File: src/rtl/stub_link_tx_if.sv
// Handshake and data bundle between the stub FIFO, the link transmitter and its controller.
// The master side drives the controls and FIFO data; the slave side is the transmitter.
interface stub_link_tx_if;
  logic        en_proc;
  logic        start;
  logic        done;
  logic [35:0] data_in;
  logic        empty;
  logic        read_en;
  logic [31:0] data_out1;
  logic [31:0] data_out2;

  modport master (
    output en_proc, start, data_in, empty,
    input  done, read_en, data_out1, data_out2
  );

  modport slave (
    input  en_proc, start, data_in, empty,
    output done, read_en, data_out1, data_out2
  );
endinterface

File: src/rtl/stub_link_tx.sv
// Stub link transmitter: drains 36-bit stubs from the upstream FIFO during a fixed read window.
// Each stub goes out as two framed 32-bit link words, and a trailer word pair closes every event.
module stub_link_tx #(
  parameter int NCYCLE    = 100,
  parameter int MAX_STUBS = 1023,
  parameter int CNT_W     = 10
) (
  input logic           clk,
  input logic           reset,
  stub_link_tx_if.slave bus
);

  localparam int CYC_W = (NCYCLE > 1) ? $clog2(NCYCLE) : 1;

  typedef enum logic [1:0] {
    IDLE,
    RUN,
    FLUSH,
    TRAIL
  } state_t;

  state_t           state;
  state_t           state_nxt;
  logic [CYC_W-1:0] cycle_cnt;
  logic [CNT_W-1:0] stub_cnt;
  logic [CNT_W-1:0] issued;
  logic [2:0]       bx;
  logic             rd_q;
  logic             rd_en;
  logic             last_cycle;
  logic             start_evt;
  logic             trail_go;
  logic [9:0]       idx;

  assign last_cycle = (cycle_cnt == CYC_W'(NCYCLE - 1));
  assign start_evt  = (state == IDLE) && bus.start && bus.en_proc;
  assign trail_go   = (state == TRAIL) && bus.en_proc;
  assign idx        = 10'(stub_cnt);
  assign bus.read_en = rd_en;

  always_ff @(posedge clk or posedge reset) begin
    if (reset) begin
      state <= IDLE;
    end else begin
      state <= state_nxt;
    end
  end

  // Every state transition waits for en_proc, so a paused link freezes the event in place.
  always_comb begin
    state_nxt = state;
    rd_en     = 1'b0;
    case (state)
      IDLE: begin
        if (bus.start && bus.en_proc) state_nxt = RUN;
      end
      RUN: begin
        if (bus.en_proc) begin
          rd_en = ~bus.empty && (issued < CNT_W'(MAX_STUBS));
          if (last_cycle) state_nxt = FLUSH;
        end
      end
      FLUSH: begin
        if (bus.en_proc) state_nxt = TRAIL;
      end
      TRAIL: begin
        if (bus.en_proc) state_nxt = IDLE;
      end
      default: state_nxt = IDLE;
    endcase
  end

  always_ff @(posedge clk or posedge reset) begin
    if (reset) begin
      cycle_cnt <= '0;
      issued    <= '0;
      stub_cnt  <= '0;
      bx        <= '0;
    end else begin
      if (start_evt) begin
        cycle_cnt <= '0;
        issued    <= '0;
      end else if ((state == RUN) && bus.en_proc) begin
        cycle_cnt <= cycle_cnt + CYC_W'(1);
        if (rd_en) issued <= issued + CNT_W'(1);
      end
      // A read already in flight is emitted even while en_proc is low, so the index must follow it.
      if (start_evt) begin
        stub_cnt <= '0;
      end else if (rd_q) begin
        stub_cnt <= stub_cnt + CNT_W'(1);
      end
      if (trail_go) bx <= bx + 3'd1;
    end
  end

  always_ff @(posedge clk or posedge reset) begin
    if (reset) begin
      rd_q          <= 1'b0;
      bus.done      <= 1'b0;
      bus.data_out1 <= '0;
      bus.data_out2 <= '0;
    end else begin
      rd_q     <= rd_en;
      bus.done <= trail_go;
      if (rd_q) begin
        bus.data_out1 <= {bus.data_in[35:18], 1'b1, bx, idx};
        bus.data_out2 <= {bus.data_in[17:0], 1'b1, bx, idx};
      end else if (trail_go) begin
        bus.data_out1 <= {18'h3FFFF, 1'b0, bx, idx};
        bus.data_out2 <= {18'h3FFFF, 1'b0, bx, idx};
      end else begin
        bus.data_out1 <= '0;
        bus.data_out2 <= '0;
      end
    end
  end

endmodule

File: src/flat_wrapper.sv
// flat-port wrapper written by rule: the top's interface ports become plain ports
module stub_link_tx_flat 
#(
  parameter int NCYCLE    = 100,
  parameter int MAX_STUBS = 1023,
  parameter int CNT_W     = 10
)
  (clk, reset, bus_en_proc, bus_start, bus_data_in, bus_empty, bus_done, bus_read_en, bus_data_out1, bus_data_out2);
  stub_link_tx_if bus_i ();
  input logic clk;
  input logic reset;
  input wire logic [$bits(bus_i.en_proc)-1:0] bus_en_proc;
  input wire logic [$bits(bus_i.start)-1:0] bus_start;
  input wire logic [$bits(bus_i.data_in)-1:0] bus_data_in;
  input wire logic [$bits(bus_i.empty)-1:0] bus_empty;
  output wire logic [$bits(bus_i.done)-1:0] bus_done;
  output wire logic [$bits(bus_i.read_en)-1:0] bus_read_en;
  output wire logic [$bits(bus_i.data_out1)-1:0] bus_data_out1;
  output wire logic [$bits(bus_i.data_out2)-1:0] bus_data_out2;
  assign bus_i.en_proc = bus_en_proc;
  assign bus_i.start = bus_start;
  assign bus_i.data_in = bus_data_in;
  assign bus_i.empty = bus_empty;
  assign bus_done = bus_i.done;
  assign bus_read_en = bus_i.read_en;
  assign bus_data_out1 = bus_i.data_out1;
  assign bus_data_out2 = bus_i.data_out2;
  stub_link_tx #(.NCYCLE(NCYCLE), .MAX_STUBS(MAX_STUBS), .CNT_W(CNT_W)) u_core (.clk(clk), .reset(reset), .bus(bus_i));
endmodule
File: config.mk
export PLATFORM = sky130hd
export DESIGN_NAME = stub_link_tx_flat
export DESIGN_NICKNAME = d
export VERILOG_FILES = /design/src/rtl/stub_link_tx_if.sv /design/src/rtl/stub_link_tx.sv /design/src/flat_wrapper.sv
export SDC_FILE = /design/constraint.sdc
export NUM_CORES = 1
export LEC_CHECK = 0
export BUFFER_PORTS_ARGS = -buffer_cell sky130_fd_sc_hd__buf_2
export CAP_MARGIN = 20
export CORE_MARGIN = 4
export CORE_UTILIZATION = 46
export CTS_BUF_LIST = sky130_fd_sc_hd__clkbuf_16
export DETAILED_ROUTE_END_ITERATION = 7
export PLACE_DENSITY_LB_ADDON = 0.2
export SLEW_MARGIN = 20
export SYNTH_ARGS = -nofsm -noshare
export SYNTH_HDL_FRONTEND = slang
export SYNTH_SLANG_ARGS = --single-unit
export TNS_END_PERCENT = 10
File: constraint.sdc
create_clock -name clk -period 2.5 [get_ports clk]
set_input_delay 0.5 -clock clk [delete_from_list [all_inputs] [get_ports clk]]
set_output_delay 0.5 -clock clk [all_outputs]
set_load 0.02 [all_outputs]
==> results of run 1 <==
[metrics by stage]
| stage | hold WS, ps | power [W] | instance area, um^2 |
|---|---|---|---|
| finish | 158.9 | 0.004953 | 4317 |
| detailed placement | 470.9 | 0.003623 | 3999 |
| floorplan | 351.9 | 0.003173 | 3462 |
| global placement | 457.9 | 0.003564 | 3999 |
| CTS | 159.5 | 0.005026 | 4315 |
| global route | 177.2 | 0.005290 | 4317 |
[where the power goes]
part           internal, W  switching (W)  total (W)
clock             0.000870       0.000506    0.00138
combinational     0.000557       0.000936    0.00149
sequential         0.00180       0.000284    0.00208
[placed cells by master, fill, tap and decap left out]
master and instances:
xor2_1 11, nor3_1 4, xnor2_1 6, o21ba_2 1, buf_2 106, nor4b_1 2, clkinvlp_4 3, or2_2 1
a21oi_1 11, clkinv_1 1, o211a_1 1, o21ai_0 7, dfrtp_1 84, o311ai_4 1, and2_1 2, o31ai_2 1
nand4_1 6, and4_1 1, nand3_1 6, buf_12 1, and3_1 4, nor4_1 1, bufinv_16 2, o2111ai_1 2
clkbuf_16 9, nor2b_1 13, inv_6 1, mux2_2 2, nand2b_1 1, or3_1 7, nand2_1 87, mux2i_1 3
buf_4 4, and3b_2 1, ha_1 8, nor2_1 19, inv_1 5
[layer usage]
metal	vias to the layer above	part of all wire
met5	-	0
met4	0	0.011
met3	4	0.047
met2	55	0.52
met1	1183	0.42
li1	1235	-
[state kept, by name, indices dropped and copies added, names as in the netlist]
register and cells:
u_core.bus.data_out1 32, u_core.bus.data_out2 18, u_core.idx 10, u_core.issued 10, u_core.cycle_cnt 7, u_core.bx 3
u_core.state 2, u_core.bus.done 1, u_core.rd_q 1
[area by class of cell]
cell class / count / area, um^2
Timing Repair Buffer: 111 / 580.6
Inverter: 5 / 22.52
Multi-Input combinational cell: 209 / 1171
Clock inverter: 7 / 91.34
Tap cell: 99 / 123.9
Fill cell: 683 / 2975
Sequential cell: 84 / 2102
Clock buffer: 9 / 225.2
[timing repair]
action,4_1_cts,5_1_grt
hold endpoints to repair,0,0
resized for setup,0,1
endpoints found under the setup margin,0,1
[worst max path at each step]
| stage | cells past startpoint | end | slack [ps] | from |
|---|---|---|---|---|
| final | 6 | bus_read_en | 210 | u_core.state[1] |
| after global routing | 6 | bus_read_en | 60 | u_core.state[1] |
| after CTS | 6 | bus_read_en | 80 | u_core.state[1] |
| after detailed placement | 6 | bus_read_en | 430 | u_core.state[1] |
| after global placement | 6 | bus_read_en | 490 | u_core.state[1] |
| after floorplan | 6 | bus_read_en | 760 | u_core.state[1] |
[cells in the mapped netlist]
library cell and number:
a21oi_1 11, and4_1 1, o311ai_4 1, clkbuf_1 10
nor4b_1 2, xnor2_1 6, o31ai_2 1, nor2b_1 13
o21ba_2 1, o2111ai_1 2, inv_1 5, and2_1 2
nand2_1 87, nand4_1 6, buf_6 1, ha_1 8
dfrtp_1 84, buf_4 14, nor2_1 19, buf_2 2
nand2b_1 1, and3b_1 1, or2_2 1, nor3_1 4
o211a_1 1, or3_1 7, o21ai_0 7, mux2i_1 3
and3_1 4, xor2_1 11, buf_1 1, nor4_1 1
nand3_1 6, mux2_2 2
[logic make-up after synthesis]
kind of cell,count (synthesis),share of synthesized area
compound gates,24,0.04812
xor+xnor,17,0.04305
fa+ha+maj,8,0.02894
buf+inv,33,0.05391
flops,84,0.6078
mux,5,0.01520
simple gates,155,0.2030
[worst register-to-register path, cell delays in order, from the launching register on]
cell and delay (ps):
dfrtp_1 400, inv_1 90, ha_1 260, and3b_2 330
o311ai_4 170, or3_1 370, a21oi_1 140
==> summary.md, run 1 <==
| Metric | Value |
|---|---|
| Outcome | `finished, final reports clean` |
| Most used routing layer | `met2` |
| Crit path top cell by count | `inv_1` |
| Remaining global-route overflow | `0` |
| Cell types with the largest area share after synthesis | `dfrtp_1, nand2_1, buf_4, ha_1, xor2_1` |
| Met3 demand-to-capacity share in global routing | `0.03506` |
| Number of setup buffers added after CTS | `0` |
| Slew headroom | `0.5734` |
| Final antenna diode count | `0` |
| Placement row count | `31` |
| Vias | `2,477` |
| Cell depth of the worst flop-to-flop path | `6` |
| Average detailed-routed wire length per instance | `12.63 um` |
| Setup violations, final | `0` |
| Fraction of synthesized cell area taken by the top area cell type | `0.6078` |
| Peak fanout along the critical path | `7` |
| Number of hold buffers added after cts | `0` |
| Leakage power figure | `2.397 nW` |
| Number of warnings issued by yosys | `0` |
| Final setup skew | `4.634 ps` |
| Setup slack of the most critical reg-to-reg path | `660 ps` |
| All-layer global routing usage | `0.1536` |
| Synth Cell Area | `3458 um^2` |
| Endpoint arrival time on the critical path | `1790 ps` |
| Least setup slack across all paths after layout | `213.0 ps` |
| Min cycle time layout | `2287 ps` |
| Placed Cells incl. Taps | `508` |
| Share of the core filled with cells in the final layout | `0.5920` |
| Fin cells | `524` |
| Worst setup EP type | `output port` |
| Slowest-stage cell, CP | `dfrtp_1` |
| Class of the most critical hold timing path | `in2async` |
| Sequential area share after synthesis | `0.6078` |
| Initial core utilization | `0.4743` |
| Pin count of the biggest net entering global routing | `49` |
| Number of buffer cells added on primary ports | `106` |
| Antenna Nets Post-Route | `0` |
| Total wire length after detailed routing | `6.617 mm` |
| CP peak stage delay | `400 ps` |
| Syn_area_per_cell | `10.61 um^2` |
| Post-route clock period utilization | `0.9148` |
| Worst path top cell family by delay | `flip-flops` |
| Clock Tree Root | `clkbuf_16` |
| Number of global-route vias before repair | `2,357` |
| Die Footprint | `8969 um^2` |
| Total count of max-transition violations in the final report | `0` |
| Clock tree from TritonCTS | `yes` |
| Die width | `94.71 um` |
| Worst setup slack after placement | `434.0 ps` |
| Number of vias per cell | `4.727` |
| Boundary pin count | `107` |
| RePlAce Congestion | `0.8022` |
| P per Cell Area | `1147 nW/um^2` |
| Crit Path Category | `reg2out` |
| Setup repair after global routing missed its margin | `false` |
| CTS clk-pin slew, worst paths | `60 ps` |
| Worst-Skew Late Latency | `320 ps` |
| Critical path data required time | `2000 ps` |
| Die Y-Extent | `94.71 um` |
| Max Clk Rate | `0.4373 GHz` |
| TNS Setup | `0 ps` |
| Slew at the pin closest to its max-slew limit | `639.8 ps` |
| Maxcap violations | `0` |
| Cell-by-cell trace of the critical path | `inv_1, ha_1, and3b_2, o31ai_2, inv_1, buf_2` |
| GR met2 Demand/Resource | `0.2642` |
| Count of H-tree levels built during CTS | `3` |
| VDD IR-drop max | `0.5230 mV` |
| Post-synth net total | `375` |
| Final number of hold-violating endpoints | `0` |
| Nets@finish | `469` |
| Number of distinct library cells after synthesis | `34` |
| Library cell with the largest summed area after synthesis | `dfrtp_1` |
| Relative area change from synthesis to final layout | `24.82%` |
| TritonCTS sink count | `84` |
| Pre-Repair DR Iteration Count | `4` |
| Synth Register Bits | `84` |
| Instance count of the mapped netlist | `326` |
| FF-to-FF Start | `u_core.state[1]` |
| Fraction of layout cells with a size suffix above 1 | `0.3129` |
| CTS Buffer Depth | `2` |
| First-iteration detailed-routing DRC count | `84` |
| CP Buf/Inv Count | `3` |
| Kind of launch point of the worst setup path | `flop` |
| DPL Wire Length | `4.576 mm` |
| Endpoint of the worst register-to-register path | `u_core.issued[9]` |
| Met1 track demand over resource | `0.1817` |
| Core region area | `7292 um^2` |
| First-pass GRT wire length | `10.72 mm` |
| Num CTS Buffers | `9` |
| Initial antenna violation count | `0` |
| Residual DRC | `0` |
Note: power is estimated with default switching activity, not from simulation.
==> run 2: changes to the inputs <==
- clock period: 2.5 -> 2.1 ns (I/O delays scaled with it)
==> run 2 against run 1 <==
First-iteration DRC count is 3.6% lower. Largest cell class unchanged. Sequential share of layout area is 0.27 points lower. Via count rose by 0.48%. Total power rose by 17%. Combinational power rose by 21%. Clock-buffer cell count unchanged. Critical path depth unchanged. Worst setup slack worse by 87 ps. Highest routed layer unchanged. Register-to-register slack got worse by 370 ps. Final area is 0.55% higher.
==> summary.md, run 2 (synthesis gave the netlist of run 1 again) <==
| Metric | Value |
|---|---|
| Slew headroom | `0.5773 (+0.003816)` |
| Crit Path Category | `reg2out` |
| Kind of launch point of the worst setup path | `flop` |
| Num CTS Buffers | `9 (unchanged)` |
| First-iteration detailed-routing DRC count | `81 (-3.6%)` |
| DPL Wire Length | `4.478 mm (-2.2%)` |
| Total count of max-transition violations in the final report | `0 (unchanged)` |
| Vias | `2,489 (+0.48%)` |
| Clock Tree Root | `clkbuf_16` |
| TritonCTS sink count | `84 (unchanged)` |
| Average detailed-routed wire length per instance | `12.74 um (+0.90%)` |
| P per Cell Area | `1340 nW/um^2 (+17%)` |
| Class of the most critical hold timing path | `in2async` |
| Nets@finish | `472 (+0.64%)` |
| Final antenna diode count | `0 (unchanged)` |
| Antenna Nets Post-Route | `0 (unchanged)` |
| Fin cells | `527 (+0.57%)` |
| Share of the core filled with cells in the final layout | `0.5952 (+0.003260)` |
| Maxcap violations | `0 (unchanged)` |
| Largest registers ranked by flip-flop count | `u_core.bus.data_out1 x32, u_core.bus.data_out2 x18` |
| Peak fanout along the critical path | `7 (unchanged)` |
| Most frequent cells in the layout | `buf_2, nand2_1, dfrtp_1, nor2_1, nor2b_1` |
| Worst path top cell family by delay | `flip-flops` |
| Number of global-route vias before repair | `2,307 (-2.1%)` |
| Slew at the pin closest to its max-slew limit | `634.1 ps (-5.725 ps)` |
| Count of H-tree levels built during CTS | `3 (unchanged)` |
| Placement row count | `31 (unchanged)` |
| Crit path top cell by count | `inv_1` |
| Die Y-Extent | `94.71 um (unchanged)` |
| CTS Buffer Depth | `2 (unchanged)` |
| Final setup skew | `8.743 ps (+4.110 ps)` |
| Top reg by flops | `u_core.bus.data_out1` |
| Die width | `94.71 um (unchanged)` |
| TNS Setup | `0 ps (unchanged)` |
| Pre-Repair DR Iteration Count | `4 (unchanged)` |
| Placed Cells incl. Taps | `508 (unchanged)` |
| Boundary pin count | `107 (unchanged)` |
| Number of flip-flops in the largest register | `32 (unchanged)` |
| Cell-by-cell trace of the critical path | `inv_1, ha_4, and3b_2, o31ai_4, inv_1, buf_2` |
| Number of hold buffers added after cts | `0 (unchanged)` |
| Worst setup EP type | `output port` |
| Initial antenna violation count | `0 (unchanged)` |
| Number of vias per cell | `4.723 (about the same)` |
| Min cycle time layout | `1974 ps` |
| Residual DRC | `0 (unchanged)` |
| Final number of hold-violating endpoints | `0 (unchanged)` |
| Pin count of the biggest net entering global routing | `85 (+73%)` |
| Final worst hold slack | `187.7 ps (+28.81 ps)` |
| Initial core utilization | `0.4743 (unchanged)` |
| Total wire length after detailed routing | `6.715 mm (+1.5%)` |
| VDD IR-drop max | `0.6235 mV (+19%)` |
| Outcome | `finished, final reports clean` |
| Post-route clock period utilization | `0.9402` |
| Setup repair after global routing missed its margin | `false` |
| Leakage power figure | `2.399 nW (about the same)` |
| RePlAce Congestion | `0.7696 (-4.1%)` |
| CP peak stage delay | `410 ps (about the same)` |
| CTS clk-pin slew, worst paths | `60 ps (about the same)` |
| Core region area | `7292 um^2 (unchanged)` |
| Slowest-stage cell, CP | `dfrtp_1` |
| Max Clk Rate | `0.5065 GHz` |
| Area of the multi-input gates | `1197 um^2 (+2.2%)` |
| Area after detailed placement | `3999 um^2 (unchanged)` |
| Clock tree from TritonCTS | `yes` |
| CP Buf/Inv Count | `3 (unchanged)` |
| Number of buffer cells added on primary ports | `106 (unchanged)` |
| Critical path data required time | `1680 ps (-320 ps)` |
| Worst-Skew Late Latency | `330 ps (about the same)` |
| First-pass GRT wire length | `10.82 mm (+0.90%)` |
| Commonest non-fill, non-tap cell in the layout | `buf_2` |
| Setup violations, final | `0 (unchanged)` |
| Die Footprint | `8969 um^2 (unchanged)` |
| Fillers | `672 (-1.6%)` |
| Fraction of layout cells with a size suffix above 1 | `0.3224 (+0.009489)` |
| Endpoint arrival time on the critical path | `1550 ps (-240 ps)` |
| Remaining global-route overflow | `0 (unchanged)` |
| Relative area change from synthesis to final layout | `25.51%` |
| Fin area | `4340 um^2 (+0.55%)` |
| Sequential cell area | `2102 um^2 (unchanged)` |
| All-layer global routing usage | `0.1559 (+0.002278)` |
-- run 2: cell count changes in the layout (fill, tap and decap cells not counted) --
cell	before	now
ha_4	0	1
buf_4	4	7
clkinv_2	0	1
nand3_1	6	5
bufinv_16	2	1
o31ai_4	0	1
o31ai_2	1	0
ha_1	8	7
inv_1	5	4
clkinv_1	1	2
nand3_2	0	1
-- run 2: layout make-up --
cell class	instances	share of cell area
flip-flops and latches	84	0.4843
multi-input cells	209	0.2759
repair buffers	114	0.1389
clock buffers	9	0.05189
well taps	99	0.02854
clock inverters	7	0.01528
inverters	5	0.005189
-- run 2: path summary, 6_finish.rpt --
kind / startpoint / end / slack [ps] / depth (start not counted)
max: u_core.state[1] / bus_read_en / 130 / 6
min: reset / u_core.bus.data_out2[22] / 190 / 3
max reg2reg: u_core.state[0] / u_core.state[1] / 290 / 6
min reg2reg: u_core.bx[2] / u_core.bx[2] / 490 / 1
max in group asynchronous: reset / u_core.bus.data_out2[15] / 1540 / 3
min in group clk: bus_data_in[34] / u_core.bus.data_out1[30] / 280 / 3
-- run 2: worst register-to-register path: cells and delay by family, from the launching register on --
family,cells,cell delay (ps)
flops,1,410
simple gates,1,260
buf+inv,1,100
fa+ha+maj,1,250
mux,1,370
compound gates,2,300
-- run 2: repair_timing --
item	in CTS	in global routing
setup endpoints to repair	1	1
pin swaps	1	1
gates resized for setup	3	2
buffers inserted	2	1
cloned	0	0
-- run 2: per-layer routing --
metal  vias up  GRT usage  wire length, um
met3        10    0.04940              332
li1       1241          -                -
met4         0    0.06250               91
met2        55     0.2496             3468
met1      1183     0.1965             2822
met5         -          0                0
-- run 2: power breakdown --
group          internal (W)  switching [W]  leakage [nW]
combinational      0.000684        0.00113          1.16
sequential          0.00214       0.000332          1.11
clock              0.000914       0.000616         0.137
-- run 2: metrics by stage --
step                      setup slack [ps]  power (W)
after floorplan                      436.7   0.003778
after global placement               286.7   0.004247
after detailed placement             242.4   0.004307
after CTS                            28.43   0.005877
after global routing                 30.02   0.006234
final                                125.6   0.005817
==> run 3: changes to the inputs <==
- CORE_ASPECT_RATIO: not set -> 2
- CORE_MARGIN: 4 -> 3
- PLACE_DENSITY: not set -> 0.83
- PLACE_DENSITY_LB_ADDON: 0.2 -> not set
==> run 3 against run 2 <==
Clock power grew 12%. Clock-buffer cell count is the same. Worst setup slack got worse by 20 ps. Die area is 3.5% lower. Clock skew down 5.8 ps. Core utilization is 0.98 points higher. Register-to-register slack hardly changed. Via count is 2.3% higher. Combinational power is essentially flat. Largest power group unchanged.
==> summary.md, run 3 (synthesis gave the netlist of run 1 again) <==
| Metric | Value |
|---|---|
| Outcome | `finished, final reports clean` |
| Number of global-route vias before repair | `2,552 (+11%)` |
| Cell-by-cell trace of the critical path | `inv_1, ha_4, and3b_2, o31ai_4, inv_1, buf_2` |
| Final number of hold-violating endpoints | `0 (unchanged)` |
| Worst setup EP type | `output port` |
| Num CTS Buffers | `9 (unchanged)` |
| Slew headroom | `0.5994 (+0.02209)` |
| Initial core utilization | `0.4759 (+0.001633)` |
| Clock tree from TritonCTS | `yes` |
| P per Cell Area | `1374 nW/um^2 (+2.5%)` |
| First-iteration detailed-routing DRC count | `108 (+33%)` |
| Final antenna diode count | `0 (unchanged)` |
| CTS clk-pin slew, worst paths | `50 ps (about the same)` |
| Average detailed-routed wire length per instance | `13.57 um (+6.5%)` |
| All-layer global routing usage | `0.1774 (+0.02151)` |
| Initial antenna violation count | `0 (unchanged)` |
| Core region area | `7267 um^2 (-0.34%)` |
| Max Clk Rate | `0.5014 GHz (-1.0%)` |
| VDD IR-drop max | `0.6954 mV (+12%)` |
| FF-to-FF Start | `u_core.state[0]` |
| TritonCTS sink count | `84 (unchanged)` |
| Post-route clock period utilization | `0.9497 (+0.009528)` |
| Boundary pin count | `107 (unchanged)` |
| Slew at the pin closest to its max-slew limit | `601.0 ps (-33.13 ps)` |
| Clock Tree Root | `clkbuf_16` |
| Slowest-stage cell, CP | `dfrtp_1` |
| Leakage power figure | `2.435 nW (+1.5%)` |
| Worst setup slack after placement | `241.2 ps (-1.206 ps)` |
| Vias | `2,546 (+2.3%)` |
| Number of vias per cell | `4.896 (+3.7%)` |
| First-pass GRT wire length | `11.43 mm (+5.7%)` |
| Die width | `67.31 um (-29%)` |
| Number of flip-flops in the largest register | `32 (unchanged)` |
| Total count of max-transition violations in the final report | `0 (unchanged)` |
| Cell depth of the worst flop-to-flop path | `6 (unchanged)` |
| Least setup slack across all paths after layout | `105.6 ps (-20.01 ps)` |
| Top reg by flops | `u_core.bus.data_out1` |
| Kind of launch point of the worst setup path | `flop` |
| Crit Path Category | `reg2out` |
| Placement row count | `44 (+42%)` |
| TNS Setup | `0 ps (unchanged)` |
| Maxcap violations | `0 (unchanged)` |
| CP Buf/Inv Count | `3 (unchanged)` |
| Worst path top cell family by delay | `flip-flops` |
| Endpoint of the worst register-to-register path | `u_core.state[1]` |
| Endpoint arrival time on the critical path | `1570 ps (+20 ps)` |
| CP peak stage delay | `410 ps (about the same)` |
| Crit path top cell by count | `inv_1` |
| Most frequent cells in the layout | `buf_2, nand2_1, dfrtp_1, nor2_1, nor2b_1` |
| Remaining global-route overflow | `0 (unchanged)` |
| Class of the most critical hold timing path | `in2async` |
| Setup slack of the most critical reg-to-reg path | `280 ps (about the same)` |
| Number of buffer cells added on primary ports | `106 (unchanged)` |
| Residual DRC | `0 (unchanged)` |
| Antenna Nets Post-Route | `0 (unchanged)` |
| Final setup skew | `2.919 ps (-5.825 ps)` |
| Worst-Skew Late Latency | `320 ps (about the same)` |
| Count of H-tree levels built during CTS | `3 (unchanged)` |
| Min cycle time layout | `1994 ps (+20.01 ps)` |
| Die Y-Extent | `128.6 um (+36%)` |
| Commonest non-fill, non-tap cell in the layout | `buf_2` |
| Total wire length after detailed routing | `7.057 mm (+5.1%)` |
| Die Footprint | `8657 um^2 (-3.5%)` |
| Fraction of layout cells with a size suffix above 1 | `0.3248 (+0.002336)` |
| Relative area change from synthesis to final layout | `27.13%` |
| Nets@finish | `473 (+0.21%)` |
| RePlAce Congestion | `0.8297 (+7.8%)` |
| CTS Buffer Depth | `2 (unchanged)` |
| Setup repair after global routing missed its margin | `false` |
| Pre-Repair DR Iteration Count | `4 (unchanged)` |
| Setup violations, final | `0 (unchanged)` |
| Peak fanout along the critical path | `7 (unchanged)` |
| Largest registers ranked by flip-flop count | `u_core.bus.data_out1 x32, u_core.bus.data_out2 x18` |
| DPL Wire Length | `5.183 mm (+16%)` |
| Pin count of the biggest net entering global routing | `55 (-35%)` |
| Critical path data required time | `1680 ps (about the same)` |
==> run 3: cell count changes in the layout (fill, tap and decap cells not counted) <==
| cell | before | now |
|---|---|---|
| bufinv_16 | 1 | 3 |
| inv_6 | 1 | 0 |
| clkinv_1 | 2 | 1 |
| nand3_2 | 1 | 0 |
| nand3_4 | 0 | 1 |
| clkinv_2 | 1 | 2 |
| buf_12 | 1 | 2 |
| clkinvlp_4 | 3 | 1 |
==> run 3: routing by layer <==
metal | global-route usage | up-vias | wire [um]
met5 | 0 | - | 0
met4 | 0.08852 | 0 | 148
met3 | 0.05066 | 11 | 272
met2 | 0.3080 | 61 | 4087
met1 | 0.1905 | 1233 | 2549
li1 | - | 1241 | -
==> run 3: area by class of cell <==
type	instances	area, um^2
sequential	84	2102
multi-input combinational	209	1205
clock inverter	6	103.9
inverter	5	22.52
clock buffer	9	225.2
fill	613	2870
timing repair buffer	115	623.1
tap	92	115.1
==> run 3: how the worst max path moves through the flow <==
stage / start / to / slack [ps] / depth (start not counted)
global route: u_core.issued[4] / bus_read_en / 40 / 4
floorplan: u_core.state[1] / bus_read_en / 440 / 6
finish: u_core.state[1] / bus_read_en / 110 / 6
CTS: u_core.state[1] / bus_read_en / 40 / 6
detailed placement: u_core.state[1] / bus_read_en / 240 / 6
global placement: u_core.state[1] / bus_read_en / 310 / 6
==> run 3: through the flow <==
stage / cell area [um^2] / hold WS (ps) / power, W / instances / util
3_3_place_gp: 4018 / 368.5 / 0.004237 / 503 / 0.5529
5_1_grt: 4397 / 30.79 / 0.006447 / 520 / 0.6050
4_1_cts: 4374 / 19.83 / 0.006112 / 520 / 0.6019
2_1_floorplan: 3462 / 351.9 / 0.003778 / 326 / -
3_5_place_dp: 4018 / 372.1 / 0.004357 / 503 / 0.5529
6_report: 4397 / 29.36 / 0.006041 / 520 / 0.6050
==> run 3: what timing repair did <==
action | CTS | global route
resized for setup | 3 | 3
endpoints found under the setup margin | 1 | 1
hold endpoints to repair | 0 | 0
pin swaps | 1 | 1
hold buffers | 0 | 0
buffers inserted | 2 | 0
==> run 3: power breakdown <==
part / internal [W] / total, W / switching (W)
registers: 0.00214 / 0.00250 / 0.000353
clock network: 0.00115 / 0.00171 / 0.000569
logic: 0.000689 / 0.00183 / 0.00114
total: 0.00398 / 0.00604 / 0.00206
